===== src/rtl/serterm_pkg.sv =====
// Shared constants and state encodings for the serial terminal receive path.
package serterm_pkg;

  localparam int unsigned DivisorDefault   = 104;
  localparam int unsigned DepthLog2Default = 4;

  typedef enum logic [1:0] {
    StIdle  = 2'd0,
    StStart = 2'd1,
    StData  = 2'd2,
    StStop  = 2'd3
  } rx_state_e;

endpackage


===== src/rtl/char_fifo.sv =====
// First-word-fall-through character buffer; a push into a full buffer is
// accepted only when the head is popped in the same cycle.
module char_fifo #(
  parameter int unsigned DEPTH_LOG2 = 4
) (
  input  logic       i_clk,
  input  logic       i_rst,
  input  logic       i_push,
  input  logic [7:0] i_data,
  input  logic       i_pop,
  output logic [7:0] o_data,
  output logic       o_full,
  output logic       o_empty
);

  localparam int unsigned Depth = 1 << DEPTH_LOG2;

  logic [DEPTH_LOG2:0] wr_q, rd_q;
  logic [7:0]          mem_q [Depth];
  logic                do_push, do_pop;

  // Extra pointer MSB distinguishes full from empty when the indices match.
  assign o_empty = (wr_q == rd_q);
  assign o_full  = (wr_q[DEPTH_LOG2] != rd_q[DEPTH_LOG2]) &&
                   (wr_q[DEPTH_LOG2-1:0] == rd_q[DEPTH_LOG2-1:0]);

  assign do_pop  = i_pop && !o_empty;
  assign do_push = i_push && (!o_full || do_pop);

  always_ff @(posedge i_clk) begin
    if (i_rst) begin
      wr_q <= '0;
      rd_q <= '0;
    end else begin
      if (do_push) wr_q <= wr_q + 1'b1;
      if (do_pop)  rd_q <= rd_q + 1'b1;
    end
  end

  always_ff @(posedge i_clk) begin
    if (!i_rst && do_push) mem_q[wr_q[DEPTH_LOG2-1:0]] <= i_data;
  end

  assign o_data = o_empty ? 8'h00 : mem_q[rd_q[DEPTH_LOG2-1:0]];

endmodule


===== src/rtl/serial_rx.sv =====
// 8N1 serial receiver: synchronizer, start/data/stop sampling FSM and a
// buffered FWFT character output with frame-error and overrun pulses.
module serial_rx
  import serterm_pkg::*;
#(
  parameter int unsigned DIVISOR    = DivisorDefault,
  parameter int unsigned DEPTH_LOG2 = DepthLog2Default
) (
  input  logic       i_clk,
  input  logic       i_rst,
  input  logic       i_rx,
  output logic [7:0] o_char,
  output logic       o_valid,
  input  logic       i_ready,
  output logic       o_frame_err,
  output logic       o_overrun
);

  localparam int unsigned CntW = $clog2(DIVISOR);
  localparam logic [CntW-1:0] HalfLast = CntW'(DIVISOR / 2 - 1);
  localparam logic [CntW-1:0] BitLast  = CntW'(DIVISOR - 1);

  rx_state_e       state_q, state_d;
  logic [CntW-1:0] cnt_q, cnt_d;
  logic [2:0]      bit_q, bit_d;
  logic [7:0]      shift_q, shift_d;
  logic            rx_meta_q, rx_sync_q, rx_prev_q;
  logic            frame_err_q, frame_err_d;
  logic            overrun_q, overrun_d;
  logic            push_req;
  logic            full, empty;

  always_ff @(posedge i_clk) begin
    if (i_rst) begin
      rx_meta_q   <= 1'b1;
      rx_sync_q   <= 1'b1;
      rx_prev_q   <= 1'b1;
      state_q     <= StIdle;
      cnt_q       <= '0;
      bit_q       <= '0;
      shift_q     <= '0;
      frame_err_q <= 1'b0;
      overrun_q   <= 1'b0;
    end else begin
      rx_meta_q   <= i_rx;
      rx_sync_q   <= rx_meta_q;
      rx_prev_q   <= rx_sync_q;
      state_q     <= state_d;
      cnt_q       <= cnt_d;
      bit_q       <= bit_d;
      shift_q     <= shift_d;
      frame_err_q <= frame_err_d;
      overrun_q   <= overrun_d;
    end
  end

  always_comb begin
    state_d     = state_q;
    cnt_d       = cnt_q;
    bit_d       = bit_q;
    shift_d     = shift_q;
    push_req    = 1'b0;
    frame_err_d = 1'b0;
    unique case (state_q)
      StIdle: begin
        cnt_d = '0;
        bit_d = '0;
        // Edge detect, so a line stuck low cannot restart a frame.
        if (rx_prev_q && !rx_sync_q) state_d = StStart;
      end
      StStart: begin
        if (cnt_q == HalfLast) begin
          cnt_d   = '0;
          state_d = rx_sync_q ? StIdle : StData;
        end else begin
          cnt_d = cnt_q + CntW'(1);
        end
      end
      StData: begin
        if (cnt_q == BitLast) begin
          cnt_d   = '0;
          shift_d = {rx_sync_q, shift_q[7:1]};
          bit_d   = bit_q + 3'd1;
          if (bit_q == 3'd7) state_d = StStop;
        end else begin
          cnt_d = cnt_q + CntW'(1);
        end
      end
      StStop: begin
        if (cnt_q == BitLast) begin
          cnt_d   = '0;
          state_d = StIdle;
          if (rx_sync_q) push_req    = 1'b1;
          else           frame_err_d = 1'b1;
        end else begin
          cnt_d = cnt_q + CntW'(1);
        end
      end
      default: state_d = StIdle;
    endcase
  end

  // A full buffer still takes the byte when the consumer frees the head now.
  assign overrun_d = push_req && full && !i_ready;

  char_fifo #(
    .DEPTH_LOG2 (DEPTH_LOG2)
  ) u_char_fifo (
    .i_clk   (i_clk),
    .i_rst   (i_rst),
    .i_push  (push_req),
    .i_data  (shift_q),
    .i_pop   (i_ready),
    .o_data  (o_char),
    .o_full  (full),
    .o_empty (empty)
  );

  assign o_valid     = !empty;
  assign o_frame_err = frame_err_q;
  assign o_overrun   = overrun_q;

endmodule

===== config.mk =====
export PLATFORM = sky130hd
export DESIGN_NAME = serial_rx
export DESIGN_NICKNAME = d
export VERILOG_FILES = /design/src/rtl/serterm_pkg.sv /design/src/rtl/char_fifo.sv /design/src/rtl/serial_rx.sv
export SDC_FILE = /design/constraint.sdc
export NUM_CORES = 1
export LEC_CHECK = 0
export CORE_MARGIN = 2
export CORE_UTILIZATION = 49
export DETAILED_ROUTE_END_ITERATION = 16
export PLACE_DENSITY_LB_ADDON = 0.3
export REMOVE_ABC_BUFFERS = 1
export SLEW_MARGIN = 40
export SYNTH_ARGS = -nofsm -noshare
export SYNTH_HDL_FRONTEND = slang
export SYNTH_SLANG_ARGS = --single-unit

===== constraint.sdc =====
create_clock -name i_clk -period 3.83 [get_ports i_clk]
set_input_delay 0.5745 -clock i_clk [delete_from_list [all_inputs] [get_ports i_clk]]
set_output_delay 0.5745 -clock i_clk [all_outputs]
set_load 0.01 [all_outputs]

==> flow_summary.yaml, run 1 <==
outcome:
  outcome: "finished, final reports clean"
clock_network:
  cts_root_buf: "sky130_fd_sc_hd__clkbuf_16"
  numClockSinks: 167
  cts_tree: "yes"
  htreeDepth: 4
  post-cts-setup-buffer-count: 0
  clock_insertion_delay_worst_skew_ps: 420
  cts-buffers-inserted: 17
  cts.reportedPaths.clkPinSlew_ps: 60
  ctsHoldBuffers: 0
  cts_resized: 0
  ctsLongestPathBuffers: 2
worst_setup_path:
  r2r_cells: 4
  critical_path.startpoint_type: "flop"
  crit_fanout: 17
  required_ps: 3260
  critical_path_arrival_ps: 2730
  r2r-end: "u_char_fifo.mem_q[9][3]"
  setup.reg_to_reg.worst_slack_ps: 1410
  worstSetupPathType: "reg -> out"
  crit_path_end_kind: "output pin"
global_routing:
  grt_pass1_wl_um: 20110
  grt_use_total: 0.1884
  overflow: 0
  grt_max_degree: 39
  antenna_found_initial: 0
  vias_in_the_first_global_route: 3645
logic_synthesis:
  synth_top_cell_by_area: "sky130_fd_sc_hd__edfxtp_1"
  synth_area_mm2: 0.006810
  synth.top_cells.by_area: "sky130_fd_sc_hd__edfxtp_1 56%, sky130_fd_sc_hd__dfxtp_1 11%, sky130_fd_sc_hd__mux4_2 11%, sky130_fd_sc_hd__a21oi_1 1.8%, sky130_fd_sc_hd__a22oi_1 1.8%"
  yosysSeqAreaShare: 0.6790
  syn_area_per_cell_um2: 16.14
  ys.flop_type: "sky130_fd_sc_hd__edfxtp_1"
  synthesis.instances: 422
  netlist.area_leader.share: 0.5644
  synthArstFlopShare: 0
  ys_seq_elements: 167
  yosys_warnings: 0
  synth_enable_flop_cells: 128
  yosys.cell_types.count: 48
  synthTopCellsByCount: "128 x sky130_fd_sc_hd__edfxtp_1, 39 x sky130_fd_sc_hd__dfxtp_1, 32 x sky130_fd_sc_hd__mux4_2"
  synth_most_common_cell: "sky130_fd_sc_hd__edfxtp_1"
sta:
  worst_hold_slack_ps: 409.7
  fmax_mhz: 302.3
  slew_headroom: 0.5134
  grt_setup_unrepaired: "no"
  timing.final.max_slew_violations: 0
  setup_viol: 0
  finalSetupTns_ps: 0
  tightestPinTransition_ps: 728.9
  layout_worst_path_cycle_share: 0.8637
  final-hold-violation-count: 0
  timing.final.crit_period_ps: 3308
  clock-skew-final_ps: 5.611
pwr:
  power.total_uw: 3733
  pwr_density_cell_mw_per_mm2: 475.7
  power.leakage_uw: 0.002515
  max-vdd-ir-drop_mv: 0.2729
cells_and_area:
  fin_area_mm2: 0.007848
  drive_gt1_frac: 0.2283
  final_cells: 640
  design.final.nets: 461
  area_growth_syn_to_layout_pct: 15.23
  antenna-diode-count: 0
floorplan:
  die_h_um: 121.9
  placement_rows: 43
  coreArea_mm2: 0.01372
  start_util: 0.4964
  fp.dieArea_mm2: 0.01486
  ioPinCount: 15
  dieWidth_um: 121.9
routing:
  final_antenna_net_count: 0
  dr.first_iter.drc_count: 465
  route.vias.total: 3643
  drt_pass1_iterations: 5
  drt-vias-per-instance: 5.692
  drcViolationCount: 0
  finalWirelength_um: 12870
  route.detailed.wl_per_inst_um: 20.12
placed_design:
  placed_cells_incl_taps: 610
  dp_hpwl_um: 8176
  finalWeightedCongestion: 0.8100
  buffers_on_ports: 14
  postPlaceCellArea_mm2: 0.007232
hold_path:
  min_to: "rx_sync_q"
  hp_class: "reg -> reg"
  hold_depth: 1
  holdCritStartpoint: "rx_meta_q"
run:
  number_of_max_capacitance_violations_reported: 0
==> worst max-delay path, stage by stage (launching register included) <==
cell and delay, ps:
sky130_fd_sc_hd__dfxtp_1 720, sky130_fd_sc_hd__xor2_1 160, sky130_fd_sc_hd__nor4_2 160, sky130_fd_sc_hd__buf_4 220, sky130_fd_sc_hd__and2_1 420, sky130_fd_sc_hd__a21oi_1 120, sky130_fd_sc_hd__clkdlybuf4s50_1 510
==> through the flow <==
| step | worst slack (ps) | util |
|---|---|---|
| floorplan | 864.5 | - |
| global placement | 992.5 | 0.5271 |
| detailed placement | 962.0 | 0.5271 |
| CTS | 496.2 | 0.5720 |
| global route | 282.9 | 0.5720 |
| finish | 522.0 | 0.5720 |
==> layer usage <==
| metal | track usage | share of wire | wire (um) | vias to the layer above |
|---|---|---|---|---|
| met5 | 0 | 0 | 0 | - |
| met4 | 0.07902 | 0.020 | 260 | 0 |
| met3 | 0.04916 | 0.045 | 576 | 18 |
| met2 | 0.2929 | 0.48 | 6175 | 77 |
| met1 | 0.2540 | 0.46 | 5861 | 1859 |
| li1 | - | - | - | 1689 |
==> how the worst max path moves through the flow <==
stage / slack, ps / end / cells after the start / from
after floorplan: 860 / o_char[0] / 3 / flop
after global placement: 990 / o_char[1] / 5 / flop
after detailed placement: 960 / o_char[2] / 6 / u_char_fifo.wr_q[2]
after CTS: 500 / o_char[2] / 6 / u_char_fifo.wr_q[2]
after global routing: 280 / o_char[2] / 6 / u_char_fifo.wr_q[2]
final: 520 / o_char[2] / 6 / u_char_fifo.wr_q[2]
==> sequential cells by signal, indices dropped and copies added, names as in the netlist, named ones only <==
signal             cells
o_frame_err            1
rx_meta_q              1
bit_q                  3
u_char_fifo.wr_q       5
u_char_fifo.rd_q       5
rx_prev_q              1
o_overrun              1
state_q                1
rx_sync_q              1
u_char_fifo.mem_q    128
cnt_q                  7
shift_q                8
==> report_power, final <==
part           internal, uW  switching [uW]  leakage [uW]
clock network          1140             643      0.000290
logic                  8.04            11.2      0.000725
registers              1930            2.49       0.00150
total                  3080             657       0.00252
==> kinds of logic after synthesis <==
family | share of synthesized area
compound gates | 0.05365
xor+xnor | 0.01268
fa+ha+maj | 0.01470
flops | 0.6790
simple gates | 0.09352
mux | 0.1236
buf+inv | 0.02278
==> area by class of cell <==
cell class,instances,area (um^2)
repair buffers,33,295.3
well taps,180,225.2
flip-flops and latches,167,4626
clock buffers,20,436.7
fillers,1071,5872
multi-input cells,222,2056
inverters,8,30.03
clock inverters,10,178.9
==> cell usage in the layout, fill, tap and decap left out, types with 2 or more instances in the layout <==
cell type,n
sky130_fd_sc_hd__nor2b_1,8
sky130_fd_sc_hd__o21ai_0,2
sky130_fd_sc_hd__clkbuf_1,3
sky130_fd_sc_hd__a21oi_1,24
sky130_fd_sc_hd__nand4_1,4
sky130_fd_sc_hd__nor2_1,19
sky130_fd_sc_hd__nor4b_2,4
sky130_fd_sc_hd__and3_1,2
sky130_fd_sc_hd__xor2_1,7
sky130_fd_sc_hd__inv_1,8
sky130_fd_sc_hd__clkbuf_16,17
sky130_fd_sc_hd__nor4_2,4
sky130_fd_sc_hd__and2_1,3
sky130_fd_sc_hd__a31oi_1,3
sky130_fd_sc_hd__mux4_2,32
sky130_fd_sc_hd__nand2_1,18
sky130_fd_sc_hd__dfxtp_1,38
sky130_fd_sc_hd__mux2i_1,2
sky130_fd_sc_hd__nor4_1,5
sky130_fd_sc_hd__nand3_1,14
sky130_fd_sc_hd__bufinv_16,5
sky130_fd_sc_hd__ha_1,8
sky130_fd_sc_hd__a211oi_1,3
sky130_fd_sc_hd__a22oi_1,16
sky130_fd_sc_hd__clkdlybuf4s50_1,14
sky130_fd_sc_hd__nor3_1,7
sky130_fd_sc_hd__buf_4,18
sky130_fd_sc_hd__or2_2,3
sky130_fd_sc_hd__a21boi_0,2
sky130_fd_sc_hd__mux2_2,8
sky130_fd_sc_hd__nand2b_1,9
sky130_fd_sc_hd__clkinvlp_4,2
sky130_fd_sc_hd__edfxtp_1,128
No activity file was read; power rests on OpenSTA's default activity.
==> inputs of run 2 (changes only) <==
Clock period 3.83 ns to 4.2 ns, I/O delays scaled along.
==> run 2 against run 1 <==
Effect of this change:
- setup slack gained 240 ps
- clock-buffer cell count is the same
- design area shrank 0.88%
- register-to-register slack gained 340 ps
- via count grew 1.9%
- clock power shrank 20%
- core utilization shrank 0.50 points
- critical path depth shrank 1
==> flow_summary.yaml, run 2 (synthesis results as in run 1) <==
sta:
  tightestPinTransition_ps: 715.7
  fmax_mhz: 290.7
  final-hold-violation-count: 0
  timing.final.crit_period_ps: 3440
  layout_worst_path_cycle_share: 0.8189
  clock-skew-final_ps: 6.398
  grt_setup_unrepaired: "no"
  timing.final.max_slew_violations: 0
  finalSetupTns_ps: 0
  setup_viol: 0
  slew_headroom: 0.5222
worst_setup_path:
  r2r-end: "u_char_fifo.mem_q[9][2]"
  setup.reg_to_reg.worst_slack_ps: 1750
  reg_to_reg_critical_path_startpoint: "u_char_fifo.wr_q[2]"
  critical_path.startpoint_type: "flop"
  crit_fanout: 18
  worstSetupPathType: "reg -> out"
  critical_path_buf_inv_count: 2
  worst_path_max_delay_cell: "sky130_fd_sc_hd__dfxtp_2"
  critPathTopFamily: "buffers and inverters"
  required_ps: 3570
  crit_path_end_kind: "output pin"
  timing.critical_path.slowest_cell_delay_ps: 690
  crit_chain: "buf_12, mux4_2, a22oi_1, a21oi_1, clkdlybuf4s50_1"
  critical_path_arrival_ps: 2810
  r2r_cells: 5
routing:
  final_antenna_net_count: 0
  drt_pass1_iterations: 4
  finalWirelength_um: 13080
  drcViolationCount: 0
  drt-vias-per-instance: 5.783
  route.vias.total: 3713
  dr.first_iter.drc_count: 338
  route.detailed.wl_per_inst_um: 20.37
cells_and_area:
  fin_area_mm2: 0.007779
  multiInputGateArea_mm2: 0.002056
  most_common_library_cell_in_the_layout_ignoring_fill_and_taps: "sky130_fd_sc_hd__edfxtp_1"
  commonest_non_fill_non_tap_cells_in_the_layout: "128 x sky130_fd_sc_hd__edfxtp_1, 38 x sky130_fd_sc_hd__dfxtp_1, 32 x sky130_fd_sc_hd__mux4_2"
  drive_gt1_frac: 0.2294
  antenna-diode-count: 0
  design.final.nets: 461
  area_growth_syn_to_layout_pct: 14.22
  largest_register_ffs: 128
  final_core_utilization: 0.5670
  final_cells: 642
  fillers: 1075
  final-seq-area_mm2: 0.004626
floorplan:
  fp.dieArea_mm2: 0.01486
  placement_rows: 43
  ioPinCount: 15
  die_h_um: 121.9
  coreArea_mm2: 0.01372
  start_util: 0.4964
  dieWidth_um: 121.9
clock_network:
  cts_root_buf: "sky130_fd_sc_hd__clkbuf_16"
  cts.reportedPaths.clkPinSlew_ps: 60
  cts_tree: "yes"
  cts_resized: 0
  cts-buffers-inserted: 17
  ctsHoldBuffers: 0
  htreeDepth: 4
  ctsLongestPathBuffers: 2
  numClockSinks: 167
  post-cts-setup-buffer-count: 0
  clock_insertion_delay_worst_skew_ps: 420
global_routing:
  grt_use_total: 0.1896
  grt_max_degree: 33
  overflow: 0
  antenna_found_initial: 0
  vias_in_the_first_global_route: 3626
  grt_pass1_wl_um: 20360
pwr:
  power.leakage_uw: 0.002490
  power.total_uw: 3216
  pwr_density_cell_mw_per_mm2: 413.4
  p_int_uw: 2623
  max-vdd-ir-drop_mv: 0.2413
  share_clk_of_total_power: 0.448
  power.share.switching: 0.1843
  power_switching_uw: 592.6
  combPwrFrac: 0.006
  seqPwrFrac: 0.547
hold_path:
  hp_class: "reg -> reg"
  min_to: "rx_sync_q"
  hold_depth: 1
  holdCritStartpoint: "rx_meta_q"
placed_design:
  buffers_on_ports: 14
  finalWeightedCongestion: 0.7126
  postPlaceCellArea_mm2: 0.007232
  placed_cells_incl_taps: 610
  dp_hpwl_um: 8232
outcome:
  outcome: "finished, final reports clean"
run:
  number_of_max_capacitance_violations_reported: 0
-- run 2: cell count changes in the layout (fill, tap and decap cells not counted) --
cell and change:
sky130_fd_sc_hd__clkinvlp_4 -1, sky130_fd_sc_hd__clkinvlp_2 +1, sky130_fd_sc_hd__bufinv_16 -3, sky130_fd_sc_hd__clkinv_2 +4, sky130_fd_sc_hd__clkinv_1 +1
-- run 2: metrics by stage --
stage / setup slack [ps] / hold slack (ps)
floorplan: 1179 / 389.5
global placement: 1172 / 401.9
detailed placement: 1134 / 405.2
CTS: 664.9 / 423.3
global route: 542.0 / 429.9
finish: 760.5 / 421.0
-- run 2: power by group through the flow --
| stage | Sequential, uW | Clock [uW] | Combinational [uW] |
|---|---|---|---|
| final | 1760 | 1440 | 17.9 |
| after global routing | 1760 | 1540 | 19.8 |
| after CTS | 1760 | 1470 | 18.1 |
| after detailed placement | 1790 | 0 | 18.0 |
| after global placement | 1790 | 0 | 17.4 |
| after floorplan | 1790 | 0 | 7.09 |
-- run 2: worst max path at each step --
stage	startpoint	end	slack (ps)	cells after the start
5_1_grt	flop	o_char[2]	540	5
3_3_place_gp	flop	o_char[3]	1170	5
3_5_place_dp	flop	o_char[3]	1130	5
2_1_floorplan	flop	o_char[0]	1180	3
6_report	flop	o_char[2]	760	5
4_1_cts	flop	o_char[3]	660	5
-- run 2: layer usage --
metal | vias up | routed length, um | global-route usage
met5 | - | 0 | 0
met4 | 0 | 255 | 0.07759
met3 | 18 | 504 | 0.04307
met2 | 79 | 6125 | 0.2828
met1 | 1910 | 6190 | 0.2715
li1 | 1706 | - | -
-- run 2: layout make-up --
class                           count  share of cell area
Sequential cell                   167              0.5947
Tap cell                          180             0.02895
Clock buffer                       20             0.05614
Clock inverter                     12             0.01415
Inverter                            8            0.003860
Multi-Input combinational cell    222              0.2643
Timing Repair Buffer               33             0.03796
==> inputs of run 3 (changes only) <==
Clock period 4.2 ns to 2.8 ns, I/O delays scaled along.
==> run 3 against run 2 <==
Effect of this change:
- core utilization increased by 1.8 points
- sequential share of layout area shrank 1.8 points
- design area rose by 3.2%
- non-clock buffer count rose by 14
- sequential power up 50%
- largest cell class unchanged
- worst hold slack got worse by 4.6 ps
- setup slack got worse by 680 ps
- global-route usage is 0.56 points higher
- clock skew about the same
==> flow_summary.yaml, run 3 (synthesis results as in run 1) <==
outcome:
  outcome: "finished, final reports clean"
cells_and_area:
  final_core_utilization: 0.5850
  largest_register_ffs: 128
  drive_gt1_frac: 0.2584
  final_cells: 656
  design.final.nets: 475
  commonest_non_fill_non_tap_cells_in_the_layout: "128 x sky130_fd_sc_hd__edfxtp_1, 38 x sky130_fd_sc_hd__dfxtp_1, 32 x sky130_fd_sc_hd__mux4_2"
  area_growth_syn_to_layout_pct: 17.86
  most_common_library_cell_in_the_layout_ignoring_fill_and_taps: "sky130_fd_sc_hd__edfxtp_1"
  antenna-diode-count: 0
routing:
  drt-vias-per-instance: 5.773
  wl_met2_um: 6549
  drcViolationCount: 0
  final_antenna_net_count: 0
  routedLengthMet1_um: 5892
  dr.first_iter.drc_count: 381
  drt_pass1_iterations: 5
  finalWirelength_um: 13350
  highest_layer: "met4"
  route.vias.total: 3787
  dr_wl_met3_um: 711
  route.detailed.wl_per_inst_um: 20.34
sta:
  timing.final.crit_period_ps: 2716
  layout_worst_path_cycle_share: 0.9698
  clock-skew-final_ps: 6.626
  setup_viol: 0
  finalSetupTns_ps: 0
  tightestPinTransition_ps: 750.7
  fmax_mhz: 368.2
  final-hold-violation-count: 0
  timing.final.max_slew_violations: 0
  worst_hold_slack_ps: 416.4
  slew_headroom: 0.4989
global_routing:
  antenna_found_initial: 0
  grt_use_total: 0.1952
  vias_in_the_first_global_route: 3826
  grt_max_degree: 38
  overflow: 0
  grt_pass1_wl_um: 21000
floorplan:
  coreArea_mm2: 0.01372
  ioPinCount: 15
  placement_rows: 43
  die_h_um: 121.9
  start_util: 0.4964
  fp.dieArea_mm2: 0.01486
  dieWidth_um: 121.9
clock_network:
  ctsHoldBuffers: 0
  htreeDepth: 4
  numClockSinks: 167
  cts_tree: "yes"
  cts_root_buf: "sky130_fd_sc_hd__clkbuf_16"
  cts.reportedPaths.clkPinSlew_ps: 60
  clock_insertion_delay_worst_skew_ps: 420
  cts-buffers-inserted: 17
  ctsLongestPathBuffers: 2
worst_setup_path:
  required_ps: 2380
  crit_fanout: 11
  critical_path.startpoint_type: "flop"
  worstSetupPathType: "reg -> out"
  crit_path_end_kind: "output pin"
  crit_chain: "buf_16, mux4_2, a22oi_1, a21oi_1, clkdlybuf4s50_1"
  reg_to_reg_critical_path_startpoint: "cnt_q[0]"
  critical_path_arrival_ps: 2300
  timing.critical_path.slowest_cell_delay_ps: 550
  worst_path_max_delay_cell: "sky130_fd_sc_hd__mux4_2"
placed_design:
  dp_hpwl_um: 8189
  buffers_on_ports: 14
  placed_cells_incl_taps: 616
  finalWeightedCongestion: 0.7614
pwr:
  pwr_density_cell_mw_per_mm2: 644.4
  power.leakage_uw: 0.002661
  power.total_uw: 5172
  max-vdd-ir-drop_mv: 0.3677
hold_path:
  holdCritStartpoint: "rx_meta_q"
  hp_class: "reg -> reg"
run:
  number_of_max_capacitance_violations_reported: 0
==> run 3: cell count changes in the layout (fill, tap and decap cells not counted), sizes merged <==
cell	change
dlygate4sd2	+7
clkdlybuf4s50	-7
buf	+14
clkinvlp	-2
clkinv	-5
bufinv	+1
clkbuf	+6
==> run 3: final timing paths <==
path,endpoint,slack (ps),depth (start not counted)
worst min-delay path,rx_sync_q,420,1
worst max register to register,u_char_fifo.mem_q[0][2],560,6
worst min register to register,rx_sync_q,420,1
worst max-delay path,o_char[7],80,5
==> run 3: through the flow <==
stage                     setup slack, ps  cell area, um^2
after global routing               -2.053             8026
after floorplan                    -11.04             6685
after detailed placement            334.5             7289
after CTS                           1.330             7973
final                               84.44             8026
after global placement              330.4             7289
==> run 3: worst max-delay path, delay by kind of cell (launching register included) <==
| family | cells | cell delay, ps |
|---|---|---|
| buffers and inverters | 2 | 630 |
| muxes | 1 | 550 |
| DFF | 1 | 400 |
| AOI/OAI and AO/OA | 2 | 280 |
==> run 3: repair_timing <==
action | CTS | global route
cloned | 1 | 0
setup buffers | 0 | 7
setup endpoints to repair | 8 | 2
gates resized for setup | 11 | 1
==> run 3: cell type report <==
class / instances / area, um^2
Tap cell: 180 / 225.2
Clock inverter: 6 / 107.6
Inverter: 8 / 30.03
Fill cell: 1039 / 5693
Multi-Input combinational cell: 222 / 2067
Sequential cell: 167 / 4628
Clock buffer: 26 / 544.3
Timing Repair Buffer: 47 / 424.2
==> run 3: power breakdown <==
group / switching [uW] / internal, uW
clock network: 895 / 1620
logic: 15.3 / 11.0
registers: 3.76 / 2630
total: 914 / 4260
==> run 3: metal layers <==
layer / global-route usage / vias up
met5: 0 / -
met4: 0.07112 / 0
met3: 0.04260 / 20
met2: 0.3128 / 106
met1: 0.2650 / 1931
li1: - / 1730
